**config.mk**
```make
export PLATFORM = sky130hd
export DESIGN_NAME = cs_serial_resolver
export DESIGN_NICKNAME = d
export VERILOG_FILES = /design/src/rtl/cs_serial_resolver.sv
export SDC_FILE = /design/constraint.sdc
export NUM_CORES = 1
export LEC_CHECK = 0
export CAP_MARGIN = 20
export CORE_MARGIN = 1
export CORE_UTILIZATION = 49
export DETAILED_ROUTE_END_ITERATION = 16
export PLACE_DENSITY_LB_ADDON = 0.08
export SYNTH_ARGS = -nofsm -noshare
export SYNTH_HDL_FRONTEND = slang
export SYNTH_SLANG_ARGS = --single-unit
```
**constraint.sdc**
```tcl
create_clock -name clk -period 2.17 [get_ports clk]
set_input_delay 0.434 -clock clk [delete_from_list [all_inputs] [get_ports clk]]
set_output_delay 0.434 -clock clk [all_outputs]
set_load 0.1 [all_outputs]
```
**src/rtl/cs_serial_resolver.sv**
```systemverilog
// rtl/cs_serial_resolver.sv - bit-serial carry-save resolver
// Ripples a 5:2 counter (s, c) column stream through one full adder into a binary result.
module cs_serial_resolver #(
   parameter int WIDTH = 8
) (
   input  logic             clk,
   input  logic             rst_n,
   input  logic             in_valid,
   input  logic             in_first,
   input  logic             col_s,
   input  logic             col_c,
   output logic             in_ready,
   output logic             out_valid,
   input  logic             out_ready,
   output logic [WIDTH+1:0] sum
);

   localparam int CW = $clog2(WIDTH + 1);

   typedef enum logic [1:0] {IDLE, ACCUM, FLUSH, DONE} state_t;

   state_t          state;
   state_t          state_nxt;
   logic [CW-1:0]   col_cnt;
   logic            cprev;
   logic            cy;
   logic [WIDTH+1:0] res;

   logic accept;
   logic take;
   logic cp_eff;
   logic cy_eff;
   logic bit_res;
   logic last_col;

   assign accept   = in_valid & in_ready;
   // Column 0 starts a fresh ripple, so stale carries are masked off.
   assign cp_eff   = cprev & ~in_first;
   assign cy_eff   = cy & ~in_first;
   assign bit_res  = col_s ^ cp_eff ^ cy_eff;
   assign last_col = ~in_first & (col_cnt == CW'(WIDTH - 1));
   assign take     = accept & (in_first | (state == ACCUM));

   always_ff @(posedge clk or negedge rst_n) begin
      if (!rst_n) state <= IDLE;
      else        state <= state_nxt;
   end

   always_comb begin
      state_nxt = state;
      case (state)
         IDLE:    if (accept && in_first) state_nxt = ACCUM;
         ACCUM:   if (accept && last_col) state_nxt = FLUSH;
         FLUSH:   state_nxt = DONE;
         DONE:    if (out_ready) state_nxt = IDLE;
         default: state_nxt = IDLE;
      endcase
   end

   always_comb begin
      in_ready  = (state == IDLE) || (state == ACCUM);
      out_valid = (state == DONE);
   end

   always_ff @(posedge clk or negedge rst_n) begin
      if (!rst_n) begin
         cy      <= 1'b0;
         cprev   <= 1'b0;
         col_cnt <= '0;
         res     <= '0;
      end else if (take) begin
         cy                 <= (col_s & cp_eff) | (col_s & cy_eff) | (cp_eff & cy_eff);
         cprev              <= col_c;
         res[WIDTH-1:0]     <= {bit_res, res[WIDTH-1:1]};
         res[WIDTH+1:WIDTH] <= 2'b00;
         col_cnt            <= in_first ? CW'(1) : col_cnt + CW'(1);
      end else if (state == FLUSH) begin
         // Pending carries of weight 2^WIDTH: cprev and cy add into the top two bits.
         res[WIDTH+1:WIDTH] <= {cprev & cy, cprev ^ cy};
      end else if ((state == DONE) && out_ready) begin
         cy      <= 1'b0;
         cprev   <= 1'b0;
         col_cnt <= '0;
      end
   end

   assign sum = res;

endmodule

```
# Yosys cells after proc, flatten, opt, wreduce, memory -nomap -nowiden
# Cells that the tools add are included.
# W data, S select, Z words.
[totals]
reg_bits = 18
[classes]
mux = 14
n_bitwise = 16
reduce_logical = 9
n_eq_ne = 8
add_sub_neg = 1
[ops]
columns = ["op", "count"]
rows = [
  ["$mux W4", 4],
  ["$mux W2", 5],
  ["$and A1 B1 Y1", 9],
  ["$pmux W2 S4", 1],
  ["$add A4 B1 Y4 const B", 1],
  ["$eq A2 B2 Y1 const B", 2],
  ["$eq A4 B3 Y1 const B", 1],
  ["$mux W1", 4],
  ["$ne A2 B1 Y1 const B", 2],
  ["$ne A2 B2 Y1 const B", 2],
  ["$reduce_bool A2 Y1", 2],
  ["$logic_and A1 B1 Y1", 3],
  ["$or A1 B1 Y1", 3],
  ["$reduce_and A3 Y1", 1],
  ["$xor A1 B1 Y1", 3],
  ["$eq A2 B1 Y1 const B", 1],
  ["$logic_not A2 Y1", 1],
  ["$reduce_and A2 Y1", 1],
  ["$logic_or A1 B1 Y1", 1],
  ["$not A1 Y1", 1],
]

# Logic depth before layout (Yosys ltp)
# Gate-level depths: netlist (run 1).
[depth]
depth_word = 6
mapped_depth = 6
depth_no_buf = 6

# Worst setup path after synthesis (run 1)
# OpenSTA, ideal clock, no wires.
[synth_path]
kind = "register to register"
start = "reg state[1]"
end = "reg state[1]"
path_slack_ps = 161
t_required_ps = 2042
path_stages_with_launch = 6
path_buffers = 0
t_arrival_ps = 1882
synth_period_minus_slack_ps = 2009
cell_sequence = "dfrtp_1 -> ha_1 -> nand2b_1 -> nand4_1 -> a22oi_2 -> mux2_1"
[synth_between]
elab_cells_between_ends = 13
[synth_rtl]
columns = ["item", "line", "rtl"]
rows = [
  ["start, declared", "22", "state_t state;"],
  ["start signal, assigned", "46", "else state <= state_nxt;"],
  ["$eq A2 B2 Y1 (*)", "n/a", ""],
  ["net out_valid", "13", "output logic out_valid,"],
  ["$ne A2 B1 Y1 (no line)", "n/a", ""],
  ["$reduce_and A3 Y1 (no line)", "n/a", ""],
]
# The timed path passes the listed nets; every way through them passes the cells marked *.
# A chain may end at the register's enable or synchronous reset.

# Worst setup path after layout (run 1)
[layout_path]
start = "reg state[0]"
end = "out in_ready"
[layout_between]
elab_chain_cells = 2
elab_cells_between_ends = 3
[layout_lines]
columns = ["item", "line", "rtl"]
rows = [
  ["$eq A2 B1 Y1 / $logic_not A2 Y1 (equally long branches)", "61", "in_ready = (state == IDLE) || (state == ACCUM);"],
  ["$logic_or A1 B1 Y1 (*)", "61", ""],
  ["end, declared", "12", "output logic in_ready,"],
]
# Mark *: on every way between the ends. The rest lies on a longest branch, timed or not.

==> results of run 1 <==
[layer usage]
layer,GRT usage [%],wire length [microns]
met5,0,0
met2,30.0,771
met4,13.9,48
met1,26.7,828
met3,3.57,91
[cell families after synthesis]
| logic type | count (synthesis) | share of synthesized area [%] |
|---|---|---|
| AOI/OAI and AO/OA | 9 | 7.57 |
| xor gates and xnor gates | 1 | 0.946 |
| adders and majority gates | 8 | 11.6 |
| buffers and inverters | 5 | 2.03 |
| DFF | 18 | 48.6 |
| muxes | 12 | 14.2 |
| and+or+nand+nor | 24 | 15.0 |
[stage by stage]
step | std cells | worst slack [ns] | util [%] | instance area, sq um | hold WS [ns]
finish | 126 | 0.166 | 67.8 | 1180 | 0.460
global route | 126 | 0.0803 | 67.8 | 1180 | 0.471
CTS | 126 | 0.160 | 67.8 | 1180 | 0.466
detailed placement | 122 | 0.153 | 65.7 | 1150 | 0.502
global placement | 122 | 0.215 | 65.7 | 1150 | 0.495
floorplan | 77 | 0.161 | - | 926 | 0.138
[final timing paths]
check / from / endpoint / cells after the start / slack [ns]
worst max-delay path: state[0] / in_ready / 4 / 0.17
worst min-delay path: rst_n / state[1] / 2 / 0.46
worst max register to register: state[0] / sum[6] / 5 / 0.46
worst min register to register: sum[0] / sum[0] / 1 / 0.52
max in group asynchronous: rst_n / sum[0] / 2 / 1.51
min in group clk: sum[0] / sum[0] / 1 / 0.52
[registers in the layout (all words and copies together), names as in the netlist]
| signal | flops |
|---|---|
| sum | 10 |
| cprev | 1 |
| cy | 1 |
| col_cnt | 4 |
| state | 2 |
[cell usage after synthesis]
cell       count  share of area, %
and2b_1        2               1.6
mux2i_1        3               3.2
o31ai_1        1              0.81
a22oi_2        1               1.4
o21ai_0        3               1.6
nand2b_1       3               2.0
a21o_2         1              0.95
nand3b_1       1              0.81
nand3b_2       1               1.2
xnor2_1        1              0.95
mux2_2         8               9.7
a22oi_1        1              0.81
nor2_1         5               2.0
nor3b_2        1               1.4
ha_1           7               9.5
nand4_1        1              0.68
inv_1          5               2.0
fa_1           1               2.2
nand2_1        3               1.2
dfrtp_1       18                49
nand3_1        5               2.7
a32o_1         1               1.1
a2bb2oi_1      1              0.95
or2_2          1              0.68
nand2_2        1              0.68
mux2_1         1               1.2
[critical path: stages (launching register included)]
cell and delay, ns:
dfrtp_1 0.42, inv_1 0.10, ha_1 0.26, or2_2 0.32
buf_12 0.17
[cell type report]
| cell class | count | share of cell area [%] |
|---|---|---|
| repair buffers | 20 | 16.1 |
| clock buffers | 4 | 3.07 |
| well taps | 25 | 2.64 |
| flip-flops and latches | 18 | 38.1 |
| inverters | 5 | 1.59 |
| multi-input cells | 54 | 38.6 |
==> results.json, run 1 <==
{
  "seq_area_frac_synth_pct": 48.6,
  "nets": 117,
  "syn_area_sq_um": 926,
  "cp.arrival_ns": 1.57,
  "drc": 0,
  "root_buffer": "clkbuf_4",
  "finalHoldViolCount": 0,
  "endpoint_kind": "primary output",
  "syn_avg_cell_area_sq_um": 12.0,
  "core_sq_um": 1750,
  "die_w_microns": 45.5,
  "gp_congestion": 0.873,
  "cts_tree": "yes",
  "grt_max_degree": 19,
  "setup_viol": 0,
  "fin_skew_ns": 0.00166,
  "n_antenna_cell": 0,
  "drt-wirelength-per-cell_microns": 13.8,
  "grt_pass1_vias": 643,
  "dr.pass1.iters": 4,
  "gr-usage-all-layers_pct": 20.2,
  "drv_cap": 0,
  "final.setup.tns_ns": 0,
  "yosysUniqueCellTypes": 26,
  "final_max_slew_viol_count": 0,
  "postCtsHoldBufs": 0,
  "min_period_over_period_pct": 92.3,
  "path_class": "reg2out",
  "initial_core_util_pct": 53.0,
  "pin_count": 19,
  "cts_sinks": 18,
  "core.rowCount": 15,
  "numCtsBuffers": 3,
  "ys_warn_count": 0,
  "fmax_mhz": 499,
  "totalWireLength_mm": 1.74,
  "antenna_found_initial": 0,
  "final_cell_mix": "dfrtp_1, buf_4, mux2_2",
  "portBuffers": 18,
  "slew_headroom_pct": 80.9,
  "die_area_sq_um": 2070,
  "fillers": 152,
  "ys_ff_latch": 18,
  "htree_num_levels": 1,
  "via_per_inst": 5.26,
  "status": "complete, no violations",
  "clk_pin_slew_worst_paths_ns": 0.10,
  "syn_to_final_growth_pct": 27.8,
  "drtIter0Drc": 19,
  "final_common_cell": "dfrtp_1",
  "cts_resized": 0,
  "multi_input_area_sq_um": 457,
  "final_layout_size_suffix_gt1_share_pct": 31.7,
  "register_area_sq_um": 450,
  "cp-start-kind": "register",
  "num_vias": 663,
  "grt_setup_unrepaired": "no",
  "place_hpwl_mm": 1.25,
  "critPathRequiredTime_ns": 1.74,
  "post_cts_buffers": 0,
  "hp-class": "in2async",
  "grt_pass1_wl_mm": 2.84,
  "clock_path_buffers": 2,
  "netlist_instances": 77,
  "worstMarginPinSlew_ns": 0.285,
  "ant_nets": 0,
  "die_h_microns": 45.5,
  "critPathMaxFanout": 4,
  "period_needed_ns": 2.00,
  "synth_nets": 92,
  "insertion_delay_ns": 0.30,
  "grt-ovfl-total": 0
}
Power of run 1 is not shown: default switching activity piles up to over one toggle a cycle in this logic, so the estimate is an artifact.
==> run 2, diff against run 1 <==
--- a/config.mk
+++ b/config.mk
@@ -10,6 +10,7 @@
 export CORE_UTILIZATION = 49
 export DETAILED_ROUTE_END_ITERATION = 16
 export PLACE_DENSITY_LB_ADDON = 0.08
+export SLEW_MARGIN = 10
 export SYNTH_ARGS = -nofsm -noshare
 export SYNTH_HDL_FRONTEND = slang
 export SYNTH_SLANG_ARGS = --single-unit
==> results of run 2 <==
Final layout, timing and power as in run 1 (identical DEF).
Power of run 2 is left out for the same reason.
==> run 3, diff against run 2 <==
--- a/config.mk
+++ b/config.mk
@@ -6,7 +6,6 @@
 export NUM_CORES = 1
 export LEC_CHECK = 0
 export CAP_MARGIN = 20
-export CORE_MARGIN = 1
 export CORE_UTILIZATION = 49
 export DETAILED_ROUTE_END_ITERATION = 16
 export PLACE_DENSITY_LB_ADDON = 0.08
==> results of run 3 <==
Final layout, timing and power as in run 1 (identical DEF).
Power of run 3 is left out for the same reason.
